[config.mk]
export PLATFORM = sky130hd
export DESIGN_NAME = password_access_ctrl
export DESIGN_NICKNAME = d
export VERILOG_FILES = /design/src/rtl/pwd_access_pkg.sv /design/src/rtl/lockout_timer.sv /design/src/rtl/password_access_ctrl.sv
export SDC_FILE = /design/constraint.sdc
export NUM_CORES = 1
export LEC_CHECK = 0
export ABC_AREA = 1
export ABC_CLOCK_PERIOD_IN_PS = 3300
export CORE_MARGIN = 10
export CORE_UTILIZATION = 55
export DETAILED_ROUTE_END_ITERATION = 12
export MAX_ROUTING_LAYER = met4
export PLACE_DENSITY = 0.82
export RECOVER_POWER = 100
export SLEW_MARGIN = 25
export SYNTH_ARGS = -nofsm -noshare
export SYNTH_HDL_FRONTEND = slang
export SYNTH_SLANG_ARGS = --single-unit
[constraint.sdc]
create_clock -name clk -period 3.3 [get_ports clk]
set_input_delay 0.825 -clock clk [delete_from_list [all_inputs] [get_ports clk]]
set_output_delay 0.825 -clock clk [all_outputs]
set_load 0.02 [all_outputs]
[src/rtl/pwd_access_pkg.sv]
// rtl/pwd_access_pkg.sv - shared state encoding and response codes for the password front-end
package pwd_access_pkg;

    typedef enum logic [2:0] {
        ST_IDLE,
        ST_CHECK,
        ST_ISSUE,
        ST_WAIT,
        ST_RESP,
        ST_LOCKED
    } state_t;

    localparam logic [1:0] RSP_OK      = 2'b00;
    localparam logic [1:0] RSP_BAD_PWD = 2'b01;
    localparam logic [1:0] RSP_ROM_WP  = 2'b10;
    localparam logic [1:0] RSP_LOCKED  = 2'b11;

    // Failure counter increment that sticks at all-ones instead of wrapping.
    function automatic logic [3:0] sat_inc(input logic [3:0] value);
        return (value == 4'hF) ? value : value + 4'd1;
    endfunction

endpackage

[src/rtl/lockout_timer.sv]
// rtl/lockout_timer.sv - loadable down-counter that times the lockout window
module lockout_timer #(
    parameter int LOCK_CYCLES = 16
) (
    input  logic clk,
    input  logic rst,
    input  logic load,
    input  logic run,
    output logic expire
);

    localparam logic [15:0] LOAD_VAL = 16'(LOCK_CYCLES);

    logic [15:0] count;

    always_ff @(posedge clk) begin
        if (rst) begin
            count <= 16'd0;
        end else if (load) begin
            count <= LOAD_VAL;
        end else if (run && count != 16'd0) begin
            count <= count - 16'd1;
        end
    end

    // Treat 0 like 1 so a stray run with an unloaded timer can never stall in LOCKED.
    assign expire = run && (count <= 16'd1);

endmodule

[src/rtl/password_access_ctrl.sv]
// rtl/password_access_ctrl.sv - authenticates password+command requests and strobes storage
module password_access_ctrl
    import pwd_access_pkg::*;
#(
    parameter logic [7:0] RAM_PWD     = 8'hBF,
    parameter logic [7:0] ROM_PWD     = 8'h3E,
    parameter int         MAX_FAILS   = 3,
    parameter int         LOCK_CYCLES = 16
) (
    input  logic       clk,
    input  logic       rst,
    input  logic       req_valid,
    output logic       req_ready,
    input  logic [7:0] req_pwd,
    input  logic       req_write,
    input  logic [7:0] req_wdata,
    input  logic       prog_en,
    output logic       rsp_valid,
    output logic [1:0] rsp_code,
    output logic [7:0] rsp_rdata,
    output logic       locked,
    output logic [7:0] mem_pwd,
    output logic [7:0] mem_wdata,
    output logic       mem_wr_en,
    output logic       mem_rd_en,
    input  logic [7:0] mem_rdata
);

    localparam logic [3:0] MAX_F = 4'(MAX_FAILS);

    state_t      state;
    state_t      next_state;
    logic [7:0]  pwd_q;
    logic [7:0]  wdata_q;
    logic        write_q;
    logic [3:0]  fail_cnt;
    logic [3:0]  fail_inc;
    logic        lock_pending;
    logic        ram_hit;
    logic        rom_hit;
    logic        grant;
    logic [1:0]  check_code;
    logic        timer_expire;
    logic        to_mem_phase;

    lockout_timer #(
        .LOCK_CYCLES(LOCK_CYCLES)
    ) u_lockout_timer (
        .clk    (clk),
        .rst    (rst),
        .load   (state == ST_RESP && lock_pending),
        .run    (state == ST_LOCKED),
        .expire (timer_expire)
    );

    // Authentication decision, only consumed while in CHECK.
    always_comb begin
        ram_hit    = (pwd_q == RAM_PWD);
        rom_hit    = (pwd_q == ROM_PWD);
        grant      = ram_hit || (rom_hit && (!write_q || prog_en));
        fail_inc   = sat_inc(fail_cnt);
        check_code = RSP_OK;
        if (grant) begin
            check_code = RSP_OK;
        end else if (rom_hit) begin
            check_code = RSP_ROM_WP;
        end else if (fail_inc >= MAX_F) begin
            check_code = RSP_LOCKED;
        end else begin
            check_code = RSP_BAD_PWD;
        end
    end

    always_ff @(posedge clk) begin
        if (rst) begin
            state <= ST_IDLE;
        end else begin
            state <= next_state;
        end
    end

    always_comb begin
        next_state = state;
        case (state)
            ST_IDLE:   if (req_valid) next_state = ST_CHECK;
            ST_CHECK:  next_state = grant ? ST_ISSUE : ST_RESP;
            ST_ISSUE:  next_state = ST_WAIT;
            ST_WAIT:   next_state = ST_RESP;
            ST_RESP:   next_state = lock_pending ? ST_LOCKED : ST_IDLE;
            ST_LOCKED: if (timer_expire) next_state = ST_IDLE;
            default:   next_state = ST_IDLE;
        endcase
    end

    always_ff @(posedge clk) begin
        if (rst) begin
            pwd_q        <= 8'h00;
            wdata_q      <= 8'h00;
            write_q      <= 1'b0;
            fail_cnt     <= 4'd0;
            lock_pending <= 1'b0;
        end else begin
            if (state == ST_IDLE && req_valid) begin
                pwd_q   <= req_pwd;
                wdata_q <= req_wdata;
                write_q <= req_write;
            end
            // ROM write-protect denials leave the failure count untouched.
            if (state == ST_CHECK) begin
                if (grant) begin
                    fail_cnt <= 4'd0;
                end else if (!rom_hit) begin
                    fail_cnt <= fail_inc;
                    if (fail_inc >= MAX_F) lock_pending <= 1'b1;
                end
            end
            if (state == ST_LOCKED && timer_expire) begin
                fail_cnt     <= 4'd0;
                lock_pending <= 1'b0;
            end
        end
    end

    // Outputs are registered from next_state so each one lines up with the state it describes.
    assign to_mem_phase = (next_state == ST_ISSUE) || (next_state == ST_WAIT);

    always_ff @(posedge clk) begin
        if (rst) begin
            req_ready <= 1'b1;
            locked    <= 1'b0;
            mem_wr_en <= 1'b0;
            mem_rd_en <= 1'b0;
            mem_pwd   <= 8'h00;
            mem_wdata <= 8'h00;
            rsp_valid <= 1'b0;
            rsp_code  <= RSP_OK;
            rsp_rdata <= 8'h00;
        end else begin
            req_ready <= (next_state == ST_IDLE);
            locked    <= (next_state == ST_LOCKED);
            mem_wr_en <= (next_state == ST_ISSUE) && write_q;
            mem_rd_en <= (next_state == ST_ISSUE) && !write_q;
            mem_pwd   <= to_mem_phase ? pwd_q : 8'h00;
            mem_wdata <= (to_mem_phase && write_q) ? wdata_q : 8'h00;
            rsp_valid <= (next_state == ST_RESP);
            if (next_state == ST_RESP) begin
                rsp_code <= (state == ST_CHECK) ? check_code : RSP_OK;
            end else begin
                rsp_code <= RSP_OK;
            end
            rsp_rdata <= (state == ST_WAIT && !write_q) ? mem_rdata : 8'h00;
        end
    end

endmodule
==> results of run 1 <==
[sequential cells by signal, summed over array words and instances (netlist names)]
signal,flops
pwd_q,8
req_ready,1
rsp_rdata,8
rsp_code,2
locked,1
fail_cnt,4
wdata_q,8
u_lockout_timer.count,16
mem_pwd,8
mem_wdata,8
mem_wr_en,1
rsp_valid,1
mem_rd_en,1
lock_pending,1
write_q,1
state,3
[logic make-up (layout without fill, tap and decap cells)]
family	after synthesis	after routing	share of synthesized area [%]
simple gates	196	196	29.9
xor+xnor	6	6	1.76
compound gates	62	62	10.4
flops	72	72	48.2
fa+ha+maj	3	3	1.26
buf+inv	63	129	8.46
[power groups by stage]
stage,Clock (mW),Combinational (mW),Sequential (mW)
finish,0.787,0.121,0.904
global route,0.835,0.137,0.908
CTS,0.802,0.125,0.905
detailed placement,0,0.123,0.925
global placement,0,0.120,0.924
floorplan,0,0.0682,0.926
[layout make-up]
type | instances | area (um2)
sequential | 72 | 1440
fill | 402 | 1360
multi-input combinational | 267 | 1260
timing repair buffer | 59 | 591
inverter | 54 | 203
clock buffer | 9 | 124
clock inverter | 7 | 101
tap | 70 | 87.6
[worst paths after layout]
| path | from | end | cells after the start |
|---|---|---|---|
| worst max-delay path | rst | u_lockout_timer.count[1]$_SDFFE_PP0P_ | 6 |
| worst min register to register | wdata_q[7]$_SDFFE_PP0P_ | mem_wdata[7]$_SDFF_PP0_ | 2 |
| worst max register to register | u_lockout_timer.count[0]$_SDFFE_PP0P_ | u_lockout_timer.count[1]$_SDFFE_PP0P_ | 9 |
| worst min-delay path | wdata_q[7]$_SDFFE_PP0P_ | mem_wdata[7]$_SDFF_PP0_ | 2 |
[cell usage in the layout (no fill, tap or decap)]
master / n
dlygate4sd3_1: 34
clkbuf_8: 9
ha_1: 3
nor3b_1: 1
dfxtp_1: 72
nor2_1: 63
xnor2_1: 1
nand2_1: 93
clkdlybuf4s50_1: 25
nand3_1: 13
or2_0: 2
o21ai_0: 25
a31oi_1: 1
nand2_2: 3
nand3b_1: 4
a21oi_1: 36
inv_1: 53
nor3_1: 2
inv_6: 3
nand4_1: 3
nor2_8: 1
nand2_4: 2
xor2_1: 5
nor2_4: 3
inv_2: 1
nor2_2: 6
clkinvlp_4: 2
bufinv_16: 2
[per-layer routing]
| layer | share of wire (%) | GRT usage (%) | vias to the layer above |
|---|---|---|---|
| met4 | 1.6 | 7.59 | 0 |
| li1 | - | - | 1365 |
| met2 | 49 | 27.8 | 48 |
| met1 | 44 | 17.7 | 1168 |
| met5 | 0 | - | - |
| met3 | 6.2 | 6.00 | 9 |
[worst max-delay path: stages]
cell	delay, ns
dlygate4sd3_1	0.59
inv_1	0.49
nand2_1	0.48
inv_1	0.19
o21ai_0	0.10
a21oi_1	0.11
[through the flow]
stage	instances	hold slack, ns	utilization (%)	worst slack, ns	cell area, um2
CTS	538	0.446	74.3	1.14	3840
detailed placement	522	0.433	69.9	0.816	3620
global route	538	0.473	73.7	0.661	3810
finish	538	0.444	73.7	0.805	3810
floorplan	402	0.416	-	1.66	2990
global placement	522	0.424	69.9	0.891	3620
==> run summary, run 1 <==
Status = completed
Routed WL per cell = 12.4 um
CP endpoint kind = register
# setup viols final = 0
Main flop type after synthesis = dfxtp_1
Layout area overhead = 27.6%
Num ports = 60
Setup crit start kind = input pin
Post-route ant nets = 0
EDFF count, synth = 0
Largest area contributor in the netlist = dfxtp_1
Most common cell in the netlist = nand2_1
Routed wire length = 6690 um
Min cycle time layout = 2.50 ns
CTS Root Cell = clkbuf_8
Max-slew violations = 0
CTS-repair resized insts = 0
Die boundary width = 93.7 um
TNS Setup = 0 ns
Period utilisation layout = 75.6%
Switch Pwr = 0.432 mW
Hold Violations, Final = 0
Req. time, crit path = 3.59 ns
RSZ-0062 raised after global routing = false
CTS Buf Count = 9
Sw Ratio = 23.8%
Post-synthesis register bit count = 72
CTS Sinks = 72
Power Density = 475 nW/um2
Placer Congestion = 0.843
Vias = 2,590
FMAX = 401 MHz
Slew HR = 45.7%
Sequential share of power = 49.9%
Final Total Pwr = 1.81 mW
Drt first pass iters = 4
# nets final = 495
Logic gate share of total power = 6.7%
First-pass GRT wire length = 11,600 um
Initial Util = 57.8%
Clock Tree Buf Depth = 2
Syn avg cell area = 7.43 um2
Vias in the first global route = 2,693
Die height = 93.7 um
Top cells by count, synth = 91 x nand2_1, 72 x dfxtp_1, 62 x nor2_1
Leakage = 1.77 nW
FFs w/ async S/R, synth = 0%
Reg clk slew, reported paths = 0.08 ns
Layout cells sized above 1 = 6.84%
Library cells used by synthesis = 30
Clock Power Share = 43.4%
Global-route usage over all layers = 16.8%
Syn nets = 434
Peak VDD IR = 0.000385 V
H-tree Lvls = 3
Skew-Pair Late Insertion Delay = 0.35 ns
Routed vias/inst = 4.81
Post-CTS Setup Bufs = 0
Int Power = 1.38 mW
CTS Hold Bufs = 0
Critical path type = input pin to register
Area contributors post-synth = dfxtp_1 48%, nand2_1 11%, nor2_1 7.8%, inv_1 6.5%, a21oi_1 6.0%
Max Clock Skew = 0.00880 ns
Yosys warns = 0
Cell Rows = 26
Worst reg-to-reg setup slack = 1.24 ns
DRC violations left = 0
Starting DRT DRC Count = 76
Largest net degree at the start of global routing = 35
Die Footprint = 8780 um2
IO buf count = 59
Maximum fanout along the worst path = 26
Antenna violations before repair = 0
Total of max-cap violations = 0
Sequential area share after synthesis = 48.2%
TritonCTS clock tree = yes
Worst Max-Slew Pin Slew = 0.814 ns
Gr ovfl total = 0
HPWL after DPL = 4930 um
Yosys top cell area share = 48.2%
Ant diodes = 0
Crit path DAT = 2.78 ns
Cell Area, Synth = 2990 um2
Core ar. = 5170 um2
Synth Instances = 402
Min-delay worst type = register to register
Power figures use the tool's default switching activity.
==> run 2: changes to the inputs <==
ABC_CLOCK_PERIOD_IN_PS = 2400   (was 3300)
CORE_UTILIZATION = 51   (was 55)
PLACE_DENSITY = 0.76   (was 0.82)
clock period = 2.4 ns   (was 3.3 ns; I/O delays follow)
==> run summary, run 2 (synthesis gave the netlist of run 1 again) <==
CP Cell Sequence = dlygate4sd3_1 (was dlygate4sd3_1, inv_1, nand2_1, inv_1, o21ai_0, a21oi_1)
CTS Hold Bufs = 0 (unchanged)
CP max stage cell = dlygate4sd3_1 (unchanged)
Post-CTS Setup Bufs = 0 (unchanged)
Min-delay worst type = register to register (unchanged)
Peak VDD IR = 0.000471 V (was 0.000385 V)
CP endpoint kind = output pin (was register)
First-pass GRT wire length = 11,400 um (was 11,600 um)
CTS-repair resized insts = 0 (unchanged)
Die boundary width = 96.5 um (was 93.7 um)
Max Clock Skew = 0.00507 ns (was 0.00880 ns)
Commonest non-fill, non-tap cell in the layout = nand2_1 (unchanged)
Int Power = 1.82 mW (was 1.38 mW)
Req. time, crit path = 1.80 ns (was 3.59 ns)
Sequential share of power = 52.2% (was 49.9%)
Slew HR = 47.6% (was 45.7%)
Crit path DAT = 1.36 ns (was 2.78 ns)
Maximum fanout along the worst path = 1 (was 26)
TritonCTS clock tree = yes (unchanged)
Die height = 96.5 um (was 93.7 um)
# setup viols final = 0 (unchanged)
Largest register FFs = 16 (unchanged)
Largest net degree at the start of global routing = 35 (unchanged)
Routed vias/inst = 4.76 (was 4.81)
Layout area overhead = 27.3% (was 27.6%)
Status = completed (unchanged)
# nets final = 497 (was 495)
Total of max-cap violations = 0 (unchanged)
Vias in the first global route = 2,569 (was 2,693)
Placed cells = 526 (was 522)
Most frequent cells in the layout = 95 x nand2_1, 72 x dfxtp_1, 64 x nor2_1 (was 93 x nand2_1, 72 x dfxtp_1, 63 x nor2_1)
CP delay by family, top = buffers and inverters (unchanged)
Placer Congestion = 0.875 (was 0.843)
Clock Power Share = 40.8% (was 43.4%)
Logic gate share of total power = 7.0% (was 6.7%)
CTS Root Cell = clkbuf_8 (unchanged)
DRC violations left = 0 (unchanged)
IO buf count = 59 (unchanged)
Worst Max-Slew Pin Slew = 0.785 ns (was 0.814 ns)
Core ar. = 5610 um2 (was 5170 um2)
Vias = 2,586 (was 2,590)
Top reg by flops = u_lockout_timer.count (unchanged)
RSZ-0062 raised after global routing = false (unchanged)
H-tree Lvls = 3 (unchanged)
CTS Sinks = 72 (unchanged)
Min cycle time layout = 1.96 ns
Global-route usage over all layers = 15.8% (was 16.8%)
Gr ovfl total = 0 (unchanged)
Reg clk slew, reported paths = 0.08 ns (about the same)
Initial Util = 53.3% (was 57.8%)
CP bufs+invs = 1 (was 3)
Starting DRT DRC Count = 68 (was 76)
Power Density = 626 nW/um2 (was 475 nW/um2)
Die Footprint = 9320 um2 (was 8780 um2)
Final Total Pwr = 2.38 mW (was 1.81 mW)
Fin cells = 543 (was 538)
Drt first pass iters = 4 (unchanged)
TNS Setup = 0 ns (unchanged)
Clock Tree Buf Depth = 2 (unchanged)
Leakage = 1.79 nW (was 1.77 nW)
Hold Violations, Final = 0 (unchanged)
Cell Rows = 27 (was 26)
Routed wire length = 6560 um (was 6690 um)
Sw Ratio = 23.8% (about the same)
Routed WL per cell = 12.1 um (was 12.4 um)
Period utilisation layout = 81.6%
HPWL after DPL = 4900 um (was 4930 um)
Critical path type = register to output pin (was input pin to register)
CTS Buf Count = 9 (unchanged)
Switch Pwr = 0.568 mW (was 0.432 mW)
CP max stage delay = 0.69 ns (was 0.59 ns)
Post-route ant nets = 0 (unchanged)
Max-slew violations = 0 (unchanged)
Antenna violations before repair = 1 (was 0)
Layout cells sized above 1 = 6.17% (was 6.84%)
FMAX = 511 MHz
Num ports = 60 (unchanged)
Skew-Pair Late Insertion Delay = 0.34 ns (was 0.35 ns)
Setup crit start kind = register (was input pin)
-- run 2: final timing paths --
kind	start	endpoint	slack, ns	depth (start not counted)
setup / recovery	mem_pwd[7]$_SDFF_PP0_	mem_pwd[7]	0.44	1
hold / removal	wdata_q[3]$_SDFFE_PP0P_	mem_wdata[3]$_SDFF_PP0_	0.44	2
setup reg to reg	u_lockout_timer.count[0]$_SDFFE_PP0P_	u_lockout_timer.count[8]$_SDFFE_PP0P_	0.45	9
hold reg to reg	wdata_q[3]$_SDFFE_PP0P_	mem_wdata[3]$_SDFF_PP0_	0.44	2
-- run 2: per-stage QoR --
| stage | cell area [um2] | worst slack [ns] | utilization [%] | hold slack [ns] |
|---|---|---|---|---|
| final | 3800 | 0.443 | 67.8 | 0.440 |
| after CTS | 3840 | 0.484 | 68.5 | 0.444 |
| after global routing | 3800 | 0.246 | 67.8 | 0.476 |
| after global placement | 3630 | 0.342 | 64.8 | 0.425 |
| after detailed placement | 3630 | 0.259 | 64.8 | 0.428 |
| after floorplan | 2990 | 0.956 | - | 0.416 |
-- run 2: final cells by class --
type	count	area (um2)
sequential	72	1440
timing repair buffer	61	602
multi-input combinational	267	1260
fill	508	1800
antenna	1	2.50
clock inverter	6	67.6
clock buffer	10	138
inverter	54	203
tap	72	90.1
-- run 2: power groups by stage --
| stage | sequential, mW | clock, mW | combinational [mW] |
|---|---|---|---|
| floorplan | 1.27 | 0 | 0.0938 |
| global placement | 1.27 | 0 | 0.168 |
| detailed placement | 1.27 | 0 | 0.171 |
| CTS | 1.24 | 1.00 | 0.173 |
| global route | 1.25 | 1.04 | 0.190 |
| finish | 1.24 | 0.974 | 0.166 |
-- run 2: metal layers --
layer  global-route usage [%]  vias up  part of all wire [%]
met1                     17.9     1141                    45
met2                     24.4       57                    46
met4                     7.02        0                   2.1
li1                         -     1375                     -
met5                        -        -                     0
met3                     5.86       13                   6.9
-- run 2: worst register-to-register path, delay by kind of cell (launching register included) --
family / cells / cell delay (ns)
compound gates: 1 / 0.15
simple gates: 5 / 0.55
buf+inv: 2 / 0.52
fa+ha+maj: 1 / 0.27
flops: 1 / 0.39
==> run 3: changes to the inputs <==
ABC_CLOCK_PERIOD_IN_PS = 1900   (was 2400)
clock period = 1.9 ns   (was 2.4 ns; I/O delays follow)
==> run summary, run 3 (synthesis gave the netlist of run 1 again) <==
Status = completed (unchanged)
CP bufs+invs = 1 (unchanged)
Most frequent cells in the layout = 92 x nand2_1, 72 x dfxtp_1, 62 x nor2_1 (was 95 x nand2_1, 72 x dfxtp_1, 64 x nor2_1)
Skew-Pair Late Insertion Delay = 0.33 ns (was 0.34 ns)
Logic gate share of total power = 7.3% (was 7.0%)
Core ar. = 5610 um2 (unchanged)
CTS Buf Count = 9 (unchanged)
Max Clock Skew = 0.00808 ns (was 0.00507 ns)
Peak VDD IR = 0.000596 V (was 0.000471 V)
Maximum fanout along the worst path = 1 (unchanged)
Drt first pass iters = 4 (unchanged)
Leakage = 1.79 nW (about the same)
Period utilisation layout = 95.7%
Setup crit start kind = register (unchanged)
Die boundary width = 96.5 um (unchanged)
Switch Pwr = 0.698 mW (was 0.568 mW)
Fin cells = 544 (was 543)
Num ports = 60 (unchanged)
Die height = 96.5 um (unchanged)
TritonCTS clock tree = yes (unchanged)
First-pass GRT wire length = 11,000 um (was 11,400 um)
Sw Ratio = 23.6% (was 23.8%)
CP max stage cell = dlygate4sd3_1 (unchanged)
Placed cells = 528 (was 526)
Post-layout util = 68.4% (was 67.8%)
IO buf count = 59 (unchanged)
Final Total Pwr = 2.96 mW (was 2.38 mW)
Vias = 2,604 (was 2,586)
Die Footprint = 9320 um2 (unchanged)
HPWL after DPL = 5080 um (was 4900 um)
Initial Util = 53.3% (unchanged)
# setup viols final = 0 (unchanged)
Top reg by flops = u_lockout_timer.count (unchanged)
Layout cells sized above 1 = 8.05% (was 6.17%)
Min-delay worst type = register to register (unchanged)
Vias in the first global route = 2,499 (was 2,569)
Largest register FFs = 16 (unchanged)
CP delay by family, top = buffers and inverters (unchanged)
Crit path DAT = 1.34 ns (was 1.36 ns)
CP max stage delay = 0.68 ns (was 0.69 ns)
Layout area overhead = 28.4% (was 27.3%)
DRC violations left = 0 (unchanged)
Starting DRT DRC Count = 129 (was 68)
CP endpoint kind = output pin (unchanged)
Clock Power Share = 39.7% (was 40.8%)
FMAX = 550 MHz
Sequential share of power = 53.0% (was 52.2%)
# nets final = 499 (was 497)
Power Density = 772 nW/um2 (was 626 nW/um2)
Routed wire length = 6630 um (was 6560 um)
TNS Setup = 0 ns (unchanged)
Req. time, crit path = 1.42 ns (was 1.80 ns)
Antenna violations before repair = 0 (was 1)
Slew HR = 63.4% (was 47.6%)
Commonest non-fill, non-tap cell in the layout = nand2_1 (unchanged)
CTS Root Cell = clkbuf_8 (unchanged)
Worst Max-Slew Pin Slew = 0.549 ns (was 0.785 ns)
Reg clk slew, reported paths = 0.08 ns (about the same)
Int Power = 2.27 mW (was 1.82 mW)
RSZ-0062 raised after global routing = false (unchanged)
Routed WL per cell = 12.2 um (was 12.1 um)
Global-route usage over all layers = 15.3% (was 15.8%)
Placer Congestion = 0.834 (was 0.875)
Post-route ant nets = 0 (unchanged)
Hold Violations, Final = 0 (unchanged)
Critical path type = register to output pin (unchanged)
H-tree Lvls = 3 (unchanged)
CP Cell Sequence = dlygate4sd3_1 (unchanged)
Clock Tree Buf Depth = 2 (unchanged)
Routed vias/inst = 4.79 (was 4.76)
Cell Rows = 27 (unchanged)
Total of max-cap violations = 0 (unchanged)
CTS Sinks = 72 (unchanged)
Gr ovfl total = 0 (unchanged)
Max-slew violations = 0 (unchanged)
Ant diodes = 0 (was 1)
Min cycle time layout = 1.82 ns
Hold slack final = 0.438 ns (was 0.440 ns)
Filler cells = 492 (was 508)
Largest net degree at the start of global routing = 35 (unchanged)
## run 3: tightest hold or removal path, stage by stage (launching register included)
cell and delay [ns]:
dfxtp_1 0.30, inv_1 0.06, nor2_1 0.04
## run 3: timing repair
action                                  4_1_cts  5_1_grt
hold buffers                                  0        0
endpoints found under the setup margin        0        3
hold endpoints to repair                      0        0
gates resized for setup                       0        3
setup buffers                                 0        0
## run 3: final cells by class
class / instances / area [um2] / share of cell area, %
clock inverters: 6 / 68.8 / 1.79
multi-input cells: 267 / 1290 / 33.5
inverters: 54 / 205 / 5.35
well taps: 72 / 90.1 / 2.35
clock buffers: 10 / 128 / 3.33
flip-flops and latches: 72 / 1440 / 37.6
repair buffers: 63 / 618 / 16.1
## run 3: worst paths after layout
path                            slack [ns]                      end                                  start  cells after the start
worst min-delay path                  0.44  mem_wdata[1]$_SDFF_PP0_                wdata_q[1]$_SDFFE_PP0P_                      2
worst max-delay path                  0.08               mem_pwd[4]                  mem_pwd[4]$_SDFF_PP0_                      1
worst min register to register        0.44  mem_wdata[1]$_SDFF_PP0_                wdata_q[1]$_SDFFE_PP0P_                      2
worst max register to register        0.19     mem_rd_en$_SDFF_PP0_  u_lockout_timer.count[0]$_SDFFE_PP0P_                     12
## run 3: power groups by stage
stage / clock (mW) / sequential (mW) / combinational, mW
after global placement: 0 / 1.60 / 0.224
final: 1.18 / 1.57 / 0.215
after CTS: 1.21 / 1.57 / 0.228
after floorplan: 0 / 1.61 / 0.118
after detailed placement: 0 / 1.61 / 0.226
after global routing: 1.27 / 1.58 / 0.246
## run 3: per-layer routing
metal  track usage (%)  vias to the layer above  share of wire [%]
li1                  -                     1380                  -
met1              17.1                     1171                 44
met2              24.8                       47                 50
met3              4.93                        6                5.1
met4              6.54                        0               0.80
met5                 -                        -                  0
## run 3: through the flow
step / setup WS, ns / instance area (um2)
4_1_cts: 0.123 / 3860
6_report: 0.0810 / 3840
3_5_place_dp: 0.0793 / 3660
3_3_place_gp: 0.0938 / 3660
5_1_grt: 0.00471 / 3840
2_1_floorplan: 0.456 / 2990
